==> src/rtl/ctrl_pkg.sv <==
// Shared types for the decode/control stage: ALU op codes, opcodes, control bundle.
package ctrl_pkg;

  localparam int ALU_OP_W = 5;

  typedef enum logic [ALU_OP_W-1:0] {
    ALU_ADD    = 5'd0,
    ALU_SUB    = 5'd1,
    ALU_AND    = 5'd2,
    ALU_OR     = 5'd3,
    ALU_XOR    = 5'd4,
    ALU_SLL    = 5'd5,
    ALU_SRL    = 5'd6,
    ALU_SRA    = 5'd7,
    ALU_SLT    = 5'd8,
    ALU_SLTU   = 5'd9,
    ALU_MUL    = 5'd10,
    ALU_MULH   = 5'd11,
    ALU_MULHSU = 5'd12,
    ALU_MULHU  = 5'd13,
    ALU_DIV    = 5'd14,
    ALU_DIVU   = 5'd15,
    ALU_REM    = 5'd16,
    ALU_REMU   = 5'd17,
    ALU_COPY_B = 5'd18
  } alu_op_e;

  // RV32I major opcodes
  localparam logic [6:0] OP     = 7'b0110011;
  localparam logic [6:0] OP_IMM = 7'b0010011;
  localparam logic [6:0] LOAD   = 7'b0000011;
  localparam logic [6:0] STORE  = 7'b0100011;
  localparam logic [6:0] BRANCH = 7'b1100011;
  localparam logic [6:0] JAL    = 7'b1101111;
  localparam logic [6:0] JALR   = 7'b1100111;
  localparam logic [6:0] LUI    = 7'b0110111;
  localparam logic [6:0] AUIPC  = 7'b0010111;

  localparam logic [6:0] F7_BASE   = 7'b0000000;
  localparam logic [6:0] F7_ALT    = 7'b0100000;
  localparam logic [6:0] F7_MULDIV = 7'b0000001;

  // ALU operand-B / operand-A selection
  localparam logic [1:0] SRC_RS2 = 2'b00;
  localparam logic [1:0] SRC_IMM = 2'b01;
  localparam logic [1:0] SRC_LUI = 2'b10;
  localparam logic [1:0] SRC_PC  = 2'b11;

  typedef struct packed {
    logic [1:0] alu_src;
    alu_op_e    alu_op;
    logic       branch;
    logic       jump;
    logic       mem_read;
    logic       mem_write;
    logic       mem_to_reg;
    logic       reg_write;
    logic [2:0] funct3;
    logic [4:0] rd;
    logic [4:0] rs1;
    logic [4:0] rs2;
    logic       illegal;
  } ctrl_t;

endpackage

==> src/rtl/rv_decode_comb.sv <==
// Combinational RV32I(+M) decoder: instruction word -> control bundle and
// register-read flags used by the load-use hazard check.
module rv_decode_comb
  import ctrl_pkg::*;
#(
  parameter bit ENABLE_M = 1'b0
) (
  input  logic [31:0] instr,
  output ctrl_t       ctrl,
  output logic        rs1_used,
  output logic        rs2_used
);

  logic [6:0] opc;
  logic [6:0] f7;
  logic [2:0] f3;
  logic       illegal;

  assign opc = instr[6:0];
  assign f3  = instr[14:12];
  assign f7  = instr[31:25];

  // funct3 -> op shared by register and immediate ALU forms
  function automatic alu_op_e base_op(input logic [2:0] f);
    case (f)
      3'b000:  base_op = ALU_ADD;
      3'b001:  base_op = ALU_SLL;
      3'b010:  base_op = ALU_SLT;
      3'b011:  base_op = ALU_SLTU;
      3'b100:  base_op = ALU_XOR;
      3'b101:  base_op = ALU_SRL;
      3'b110:  base_op = ALU_OR;
      default: base_op = ALU_AND;
    endcase
  endfunction

  // Per-opcode decode; illegal encodings are scrubbed of all side effects at the end
  always_comb begin
    ctrl     = '0;
    illegal  = 1'b0;
    rs1_used = 1'b0;
    rs2_used = 1'b0;
    ctrl.funct3 = f3;
    ctrl.rd     = instr[11:7];
    ctrl.rs1    = instr[19:15];
    ctrl.rs2    = instr[24:20];
    case (opc)
      OP: begin
        ctrl.alu_src   = SRC_RS2;
        ctrl.reg_write = 1'b1;
        rs1_used       = 1'b1;
        rs2_used       = 1'b1;
        if (f7 == F7_BASE)                      ctrl.alu_op = base_op(f3);
        else if (f7 == F7_ALT && f3 == 3'b000)  ctrl.alu_op = ALU_SUB;
        else if (f7 == F7_ALT && f3 == 3'b101)  ctrl.alu_op = ALU_SRA;
        else if (ENABLE_M && f7 == F7_MULDIV)   ctrl.alu_op = alu_op_e'(5'(ALU_MUL) + {2'b00, f3});
        else                                    illegal = 1'b1;
      end
      OP_IMM: begin
        ctrl.alu_src   = SRC_IMM;
        ctrl.reg_write = 1'b1;
        rs1_used       = 1'b1;
        if (f3 == 3'b001) begin
          if (f7 == F7_BASE) ctrl.alu_op = ALU_SLL;
          else               illegal = 1'b1;
        end else if (f3 == 3'b101) begin
          if (f7 == F7_BASE)     ctrl.alu_op = ALU_SRL;
          else if (f7 == F7_ALT) ctrl.alu_op = ALU_SRA;
          else                   illegal = 1'b1;
        end else begin
          ctrl.alu_op = base_op(f3);
        end
      end
      LOAD: begin
        ctrl.alu_src    = SRC_IMM;
        ctrl.alu_op     = ALU_ADD;
        ctrl.mem_read   = 1'b1;
        ctrl.mem_to_reg = 1'b1;
        ctrl.reg_write  = 1'b1;
        rs1_used        = 1'b1;
        illegal         = (f3 == 3'b011) || (f3 == 3'b110) || (f3 == 3'b111);
      end
      STORE: begin
        ctrl.alu_src   = SRC_IMM;
        ctrl.alu_op    = ALU_ADD;
        ctrl.mem_write = 1'b1;
        rs1_used       = 1'b1;
        rs2_used       = 1'b1;
        illegal        = (f3 >= 3'b011);
      end
      BRANCH: begin
        ctrl.alu_src = SRC_RS2;
        ctrl.alu_op  = ALU_SUB;
        ctrl.branch  = 1'b1;
        rs1_used     = 1'b1;
        rs2_used     = 1'b1;
        illegal      = (f3 == 3'b010) || (f3 == 3'b011);
      end
      JAL: begin
        // target = pc + imm
        ctrl.alu_src   = SRC_PC;
        ctrl.alu_op    = ALU_ADD;
        ctrl.jump      = 1'b1;
        ctrl.reg_write = 1'b1;
      end
      JALR: begin
        // target = rs1 + imm; only funct3 000 is defined
        ctrl.alu_src   = SRC_IMM;
        ctrl.alu_op    = ALU_ADD;
        ctrl.jump      = 1'b1;
        ctrl.reg_write = 1'b1;
        rs1_used       = 1'b1;
        illegal        = (f3 != 3'b000);
      end
      LUI: begin
        ctrl.alu_src   = SRC_LUI;
        ctrl.alu_op    = ALU_COPY_B;
        ctrl.reg_write = 1'b1;
      end
      AUIPC: begin
        ctrl.alu_src   = SRC_PC;
        ctrl.alu_op    = ALU_ADD;
        ctrl.reg_write = 1'b1;
      end
      default: illegal = 1'b1;
    endcase

    if (illegal) begin
      ctrl.alu_src    = SRC_RS2;
      ctrl.alu_op     = ALU_ADD;
      ctrl.branch     = 1'b0;
      ctrl.jump       = 1'b0;
      ctrl.mem_read   = 1'b0;
      ctrl.mem_write  = 1'b0;
      ctrl.mem_to_reg = 1'b0;
      ctrl.reg_write  = 1'b0;
      rs1_used        = 1'b0;
      rs2_used        = 1'b0;
    end
    // x0 is hardwired; never request a write to it
    ctrl.reg_write = ctrl.reg_write & (ctrl.rd != 5'd0);
    ctrl.illegal   = illegal;
  end

endmodule

==> src/rtl/decode_ctrl_stage.sv <==
// Registered decode/control stage: one-entry pipeline register with
// valid/ready on both sides, load-use bubble insertion and flush.
module decode_ctrl_stage
  import ctrl_pkg::*;
#(
  parameter bit ENABLE_M      = 1'b0,
  parameter bit ENABLE_HAZARD = 1'b1,
  parameter int CNT_W         = 16
) (
  input  logic             clk,
  input  logic             rst,
  input  logic             in_valid,
  output logic             in_ready,
  input  logic [31:0]      in_instr,
  input  logic             flush,
  output logic             out_valid,
  input  logic             out_ready,
  output logic [1:0]       out_alu_src,
  output logic [4:0]       out_alu_op,
  output logic             out_branch,
  output logic             out_jump,
  output logic             out_mem_read,
  output logic             out_mem_write,
  output logic             out_mem_to_reg,
  output logic             out_reg_write,
  output logic [2:0]       out_funct3,
  output logic [4:0]       out_rd,
  output logic [4:0]       out_rs1,
  output logic [4:0]       out_rs2,
  output logic             out_illegal,
  output logic [CNT_W-1:0] bubble_cnt
);

  ctrl_t dec;
  ctrl_t held;
  logic  rs1_used;
  logic  rs2_used;
  logic  hazard;
  logic  accept;
  logic  bubble;

  rv_decode_comb #(.ENABLE_M(ENABLE_M)) u_dec (
    .instr    (in_instr),
    .ctrl     (dec),
    .rs1_used (rs1_used),
    .rs2_used (rs2_used)
  );

  // Held load whose rd is read by the incoming instruction: stall it one cycle
  assign hazard = ENABLE_HAZARD && out_valid && held.mem_read && (held.rd != 5'd0) && in_valid &&
                  ((rs1_used && (dec.rs1 == held.rd)) || (rs2_used && (dec.rs2 == held.rd)));

  assign in_ready = ~flush & ~hazard & (~out_valid | out_ready);
  assign accept   = in_valid & in_ready;
  // A bubble is only counted when the load actually leaves and nothing replaces it
  assign bubble   = hazard & out_ready & ~flush;

  // Pipeline register: flush kills, accept loads, consumption empties
  always_ff @(posedge clk or posedge rst) begin
    if (rst) begin
      out_valid <= 1'b0;
      held      <= '0;
    end else if (flush) begin
      out_valid <= 1'b0;
    end else if (accept) begin
      out_valid <= 1'b1;
      held      <= dec;
    end else if (out_ready) begin
      out_valid <= 1'b0;
    end
  end

  // Saturating bubble counter
  always_ff @(posedge clk or posedge rst) begin
    if (rst) begin
      bubble_cnt <= '0;
    end else if (bubble && (bubble_cnt != {CNT_W{1'b1}})) begin
      bubble_cnt <= bubble_cnt + 1'b1;
    end
  end

  assign out_alu_src    = held.alu_src;
  assign out_alu_op     = held.alu_op;
  assign out_branch     = held.branch;
  assign out_jump       = held.jump;
  assign out_mem_read   = held.mem_read;
  assign out_mem_write  = held.mem_write;
  assign out_mem_to_reg = held.mem_to_reg;
  assign out_reg_write  = held.reg_write;
  assign out_funct3     = held.funct3;
  assign out_rd         = held.rd;
  assign out_rs1        = held.rs1;
  assign out_rs2        = held.rs2;
  assign out_illegal    = held.illegal;

endmodule

==> config.mk <==
export PLATFORM = sky130hd
export DESIGN_NAME = decode_ctrl_stage
export DESIGN_NICKNAME = d
export VERILOG_FILES = /design/src/rtl/ctrl_pkg.sv /design/src/rtl/rv_decode_comb.sv /design/src/rtl/decode_ctrl_stage.sv
export SDC_FILE = /design/constraint.sdc
export NUM_CORES = 1
export LEC_CHECK = 0
export BUFFER_PORTS_ARGS = -buffer_cell sky130_fd_sc_hd__clkbuf_2
export CORE_ASPECT_RATIO = 0.6
export CORE_MARGIN = 4
export CORE_UTILIZATION = 45
export CTS_CLUSTER_DIAMETER = 40
export DETAILED_ROUTE_END_ITERATION = 10
export PLACE_DENSITY = 0.72
export REMOVE_ABC_BUFFERS = 1
export SETUP_SLACK_MARGIN = 0.05
export SYNTH_ARGS = -nofsm -noshare
export SYNTH_HDL_FRONTEND = slang
export SYNTH_SLANG_ARGS = --single-unit
==> constraint.sdc <==
create_clock -name clk -period 2.69 [get_ports clk]
set_clock_uncertainty 0.15 [all_clocks]
set_input_delay 0.1345 -clock clk [delete_from_list [all_inputs] [get_ports clk]]
set_output_delay 0.1345 -clock clk [all_outputs]
set_load 0.05 [all_outputs]
==> results of run 1 <==
[how the worst max path moves through the flow]
stage	startpoint	depth (start not counted)	to	slack, ps
final	in_instr[20]	10	out_alu_op[2]	110
after CTS	in_instr[19]	10	out_valid	150
after floorplan	out_rd[4]	6	out_alu_op[1]	-1010
after global placement	in_instr[3]	8	bubble_cnt[1]	310
after detailed placement	in_instr[3]	8	out_alu_op[1]	290
after global routing	in_instr[20]	10	out_alu_op[2]	20
[layout by cell type, fill, tap and decap left out, drive strengths merged, types with 2 or more instances in the layout]
cell type    instances
clkbuf              92
dfrtp               48
mux2                23
nand2               19
xor2                18
dlygate4sd3         18
nor2                16
nand3               13
nand4               11
nor3                11
buf                 11
o21ai               10
nor4                10
o2bb2ai              8
xnor2                8
nor2b                7
a21oi                6
inv                  6
nand4b               4
and2                 4
a31oi                3
and3                 3
nand2b               2
nand3b               2
or3                  2
[final cells by class]
| type | count | area [um2] | share of cell area, % |
|---|---|---|---|
| Clock inverter | 2 | 38.8 | 1.06 |
| Sequential cell | 48 | 1200 | 32.8 |
| Clock buffer | 6 | 82.6 | 2.26 |
| Tap cell | 80 | 100 | 2.73 |
| Inverter | 6 | 22.5 | 0.615 |
| Timing Repair Buffer | 115 | 709 | 19.4 |
| Multi-Input combinational cell | 200 | 1510 | 41.1 |
[repair_timing]
| action | CTS | global route |
|---|---|---|
| setup endpoints to repair | 0 | 2 |
| hold buffers | 18 | 0 |
| buffers inserted | 0 | 4 |
| endpoints found under the hold margin | 65 | 0 |
| gates resized for setup | 0 | 7 |
[stage by stage]
| stage | utilization (%) | TNS [ps] | area (um2) |
|---|---|---|---|
| final | 63.3 | 0 | 3660 |
| after floorplan | - | -28010 | 2700 |
| after detailed placement | 57.1 | 0 | 3300 |
| after global routing | 63.3 | 0 | 3660 |
| after global placement | 57.1 | 0 | 3300 |
| after CTS | 62.3 | 0 | 3600 |
[flip-flops by register name, indices dropped and copies added, names as in the netlist, 2 cells and up]
register,cells
out_alu_src,2
bubble_cnt,16
out_rs2,5
out_funct3,3
out_rs1,5
out_alu_op,5
out_rd,5
[logic make-up after synthesis]
kind of cell               after synthesis
xor gates and xnor gates                26
DFF                                     48
adders and majority gates                1
buffers and inverters                   23
AOI/OAI and AO/OA                       39
and+or+nand+nor                        109
muxes                                   25
[worst min-delay path, delay by kind of cell]
| kind | cells | cell delay, ps |
|---|---|---|
| simple gates | 1 | 110 |
| mux | 1 | 60 |
| buf+inv | 1 | 170 |
[metal layers]
metal / vias to the layer above / track usage, % / share of wire, %
met1: 1201 / 30.4 / 47
met3: 7 / 5.13 / 9.3
met5: - / 0 / 0
met4: 0 / 3.32 / 0.91
met2: 105 / 27.1 / 42
li1: 1204 / - / -
[power groups by stage]
| stage | registers, mW | logic, mW | clock network [mW] |
|---|---|---|---|
| 6_report | 0.816 | 0.502 | 0.545 |
| 5_1_grt | 0.826 | 0.536 | 0.600 |
| 4_1_cts | 0.814 | 0.497 | 0.563 |
| 3_5_place_dp | 0.828 | 0.475 | 0 |
| 3_3_place_gp | 0.824 | 0.472 | 0 |
| 2_1_floorplan | 1.00 | 0.149 | 0 |
==> results.cfg, run 1 <==
[status]
outcome = finished clean

[worst_setup_path]
cp.arrival_ps = 2620
worstReg2RegEnd = out_alu_op[2]
cp_slowest_cell = dlygate4sd3_1
end_kind = flop
cp.required_ps = 2730
path_max_fanout = 10
max_stage_delay_ps = 540
path_buf_inv = 4
rrSetupSlack_ps = 170
cp_cell_sequence = dlygate4sd3_1, clkbuf_2, xnor2_2, nand4_1, a2111oi_4, o21ai_2, buf_4, o21ai_2, buf_4, mux2_2
r2r_start = out_rd[0]
crit_path_start_kind = input port
path_class = input port to flop
cpLargestDelayFamily = buffers and inverters
reg2regPathDepth = 8

[clock_network]
tritoncts = built
h-tree-depth = 2
clockBufferDepth = 2
cts.clk_slew.worst_paths_ps = 90
root_buffer = clkbuf_8
clock_latency_ps = 300
clock_sinks = 48
cts_made_buffers = 5

[die]
num_rows = 21
core_area_mm2 = 0.00578
dieArea_mm2 = 0.00757
start_util_pct = 48.3
die_h_um = 69.0
io_pins = 87
die_w_um = 110

[logic_synthesis]
yosys.cell_count.top_type = dfrtp_1
synthXorXnorAreaFrac_pct = 8.15
netlist_area_mm2 = 0.00279
ys.flop_type = dfrtp_1
netlist.top_cell.by_area = dfrtp_1
synth_edf_count = 0
syn_avg_cell_area_um2 = 10.3
yosys.area_share.simple_pct = 23.4
synth-seq-area-share_pct = 43.0
async_flop_share_pct = 100
synth_seq_cells = 48
ys_top_cells_by_count = dfrtp_1, mux2_2, nand2_1
synth_top_family_by_area = simple AND/OR/NAND/NOR gates
synth_mux_area_share_pct = 10.4
synth-compound-area-share_pct = 10.5
synth.area.top_cells = dfrtp_1, mux2_2, xor2_1
synthAdderAreaFrac_pct = 0.448
post_synth_num_cell_types = 51
yosysWarningCount = 0
synth_top_area_share_pct = 43.0
postSynthCellCount = 271

[power_and_ir_drop]
p_leak_nw = 1.72
intPower_mw = 1.24
ir_drop_mv = 0.398
switching_share_pct = 33.3
p_comb_share_pct = 27.0
seqPwrFrac_pct = 43.8
total_power_mw = 1.86
powerDensity_mw_per_mm2 = 509
p_sw_mw = 0.621
p_clk_share_pct = 29.3

[sta]
maxSlewHeadroom_pct = 34.8
fmax_ghz = 0.388
fin_ws_ps = 111
rsz0062_at_grt = true
hold-worst-slack_ps = 57.2
fin_crit_ps = 2580
setup_viol = 0
finalCritPeriodShare_pct = 95.9
drv_slew = 0
worst_pin_slew_ps = 976
finalHoldViolCount = 0

[hold_path]
hold_depth = 3
hold_end = out_alu_op[3]
holdCritStartpoint = in_instr[13]
worstHoldPathType = input port to flop

[drt]
wl_mm = 7.13
first_pass_iters = 5
drc = 0
via_per_inst = 5.51
antenna_left = 0
first_iter_violations = 159
num_vias = 2517
wire_per_inst_um = 15.6

[placement]
dp.cells = 427
pre_cts_ws_ps = 287
gp_congestion = 0.871
io_buffers = 86
dp_hpwl_mm = 5.45

[finish]
syn2layout_area_growth_pct = 31.1
stdcell_count = 457
nNetsFinal = 414
drive_gt1_share_pct = 39.5
nFillCells = 493
antenna_cells = 0

[global_route]
grt_pass1_wl_mm = 11.8
antenna_found_initial = 0
grt_pass1_vias = 2339
gr-total-overflow = 0
grt_max_degree = 49
grt.total_usage_pct = 19.5

[flow_run]
cap_violations = 0
No activity file was read; power rests on OpenSTA's default activity.
==> run 2, diff against run 1 <==
--- a/config.mk
+++ b/config.mk
@@ -5,13 +5,14 @@
 export SDC_FILE = /design/constraint.sdc
 export NUM_CORES = 1
 export LEC_CHECK = 0
+export ABC_AREA = 1
 export BUFFER_PORTS_ARGS = -buffer_cell sky130_fd_sc_hd__clkbuf_2
 export CORE_ASPECT_RATIO = 0.6
 export CORE_MARGIN = 4
 export CORE_UTILIZATION = 45
 export CTS_CLUSTER_DIAMETER = 40
 export DETAILED_ROUTE_END_ITERATION = 10
-export PLACE_DENSITY = 0.72
+export PLACE_DENSITY = 0.71
 export REMOVE_ABC_BUFFERS = 1
 export SETUP_SLACK_MARGIN = 0.05
 export SYNTH_ARGS = -nofsm -noshare
==> run 2 against run 1 <==
Effect of this change:
- sequential cell count unchanged
- design area up 0.17%
- area after synthesis rose by 3.5%
- critical path depth rose by 5
- critical path type unchanged
- critical endpoint is now out_rd[3]
==> results.cfg, run 2 <==
[status]
outcome = finished clean

[drt]
dr_wl_met3_um = 594
first_pass_iters = 4
antenna_left = 0
highest_layer = met4
drc = 0
num_vias = 2803
first_iter_violations = 123
wl_met2_mm = 3.07
wl_mm = 7.44
drt-met1-wl_mm = 3.68
wire_per_inst_um = 13.0
via_per_inst = 4.90

[flow_run]
cap_violations = 0

[logic_synthesis]
netlist.top_cell.by_area = dfrtp_1
post_synth_num_cell_types = 36
netlist_area_mm2 = 0.00289
syn_avg_cell_area_um2 = 7.61
synth.area.top_cells = dfrtp_1, nand2_1, inv_1
synth-seq-area-share_pct = 41.5
yosysWarningCount = 0
yosys.cell_count.top_type = nand2_1
postSynthCellCount = 380
synth_seq_cells = 48
async_flop_share_pct = 100
synth_top_area_share_pct = 41.5
ys.flop_type = dfrtp_1
ys_top_cells_by_count = nand2_1, dfrtp_1, inv_1
synth_edf_count = 0

[die]
io_pins = 87
die_w_um = 111
core_area_mm2 = 0.00617
num_rows = 22
dieArea_mm2 = 0.00781
die_h_um = 70.1
start_util_pct = 46.9

[global_route]
grt_pass1_vias = 2652
antenna_found_initial = 0
gr-total-overflow = 0
grt_pass1_wl_mm = 12.8
grt.total_usage_pct = 20.1
grt_max_degree = 49

[clock_network]
h-tree-depth = 2
root_buffer = clkbuf_8
cts_resized = 0
hold_buffers = 19
post_cts_buffers = 0
clockBufferDepth = 2
tritoncts = built
cts_made_buffers = 5
clock_latency_ps = 300
cts.clk_slew.worst_paths_ps = 90
clock_sinks = 48

[finish]
nNetsFinal = 525
layout_common_cells = nand2_1, clkbuf_2, dfrtp_1
multi_input_comb_area_mm2 = 0.00141
antenna_cells = 0
regMostFlops = bubble_cnt
layout_commonest_cell = nand2_1
stdcell_count = 572
finalCoreUtilization_pct = 59.5
drive_gt1_share_pct = 28.1
syn2layout_area_growth_pct = 26.8
register_area_mm2 = 0.00120
largest_reg_flops = 16
nFillCells = 595

[sta]
tns_ps = 0
fmax_ghz = 0.414
worst_pin_slew_ps = 981
fin_crit_ps = 2410
maxSlewHeadroom_pct = 34.5
finalCritPeriodShare_pct = 89.7
setup_viol = 0
drv_slew = 0
finalHoldViolCount = 0
rsz0062_at_grt = false
hold-worst-slack_ps = 33.8

[worst_setup_path]
max_stage_delay_ps = 520
end_kind = flop
cp_cell_sequence = dlygate4sd3_1, clkbuf_2, nand2_1, nor2_1, o21ai_2, nand3_2, nand2_4, inv_2, nand2_2, nor2_4, nor2_8, nand2_4, buf_4, nand2_1, o21ai_1
cp_slowest_cell = dlygate4sd3_1
path_class = input port to flop
rrSetupSlack_ps = 330
path_max_fanout = 32
cp.arrival_ps = 2490
crit_path_start_kind = input port
cp.required_ps = 2770

[placement]
dp.cells = 545
gp_congestion = 0.929
io_buffers = 86
dp_hpwl_mm = 5.62

[power_and_ir_drop]
powerDensity_mw_per_mm2 = 465
ir_drop_mv = 0.287
p_leak_nw = 2.00

[hold_path]
worstHoldPathType = input port to flop
==> run 2: worst paths after layout <==
| kind | startpoint | end | depth (start not counted) |
|---|---|---|---|
| max | in_instr[12] | out_rd[3] | 15 |
| min | in_instr[4] | out_mem_read | 4 |
| max reg2reg | out_rd[2] | out_rd[3] | 11 |
| min reg2reg | out_alu_src[0] | out_alu_src[0] | 2 |
| max in group asynchronous | rst | out_rs1[2] | 3 |
| min in group asynchronous | rst | bubble_cnt[8] | 3 |
==> run 2: through the flow <==
stage	instance area (um2)	total power, mW	setup WS [ps]
6_report	3670	1.70	277
5_1_grt	3670	1.80	58.9
4_1_cts	3670	1.71	296
3_5_place_dp	3380	1.25	377
3_3_place_gp	3380	1.25	409
2_1_floorplan	2830	1.12	235
==> run 2: cell families (layout without fill, tap and decap cells) <==
group	after synthesis	count (layout)	synth area share, %
XOR/XNOR	15	15	4.54
flip-flops	48	48	41.5
adder cells (fa/ha/maj)	1	1	0.433
AND/OR/NAND/NOR	212	212	35.9
buffers and inverters	65	173	9.65
AO/OA/AOI/OAI	39	39	7.92
==> run 2: layout make-up <==
| type | instances | area share, % |
|---|---|---|
| inverters | 57 | 5.83 |
| clock buffers | 6 | 2.25 |
| repair buffers | 108 | 17.5 |
| multi-input cells | 267 | 38.5 |
| clock inverters | 2 | 0.273 |
| flip-flops and latches | 48 | 32.8 |
| well taps | 84 | 2.87 |
==> run 2: worst max-delay path: cells and delay by family <==
kind	cells	cell delay, ps
AO/OA/AOI/OAI	2	200
AND/OR/NAND/NOR	9	1130
buffers and inverters	4	1010
==> run 2: power breakdown <==
group	internal (mW)	switching, mW	leakage [nW]
Combinational	0.127	0.323	1.36
Clock	0.206	0.238	0.0510
Sequential	0.766	0.0454	0.597
Total	1.10	0.606	2.00
==> run 2: layer usage <==
layer	track usage, %	up-vias
met2	28.1	107
met3	5.28	11
li1	-	1416
met4	5.53	0
met5	0	-
met1	30.3	1269
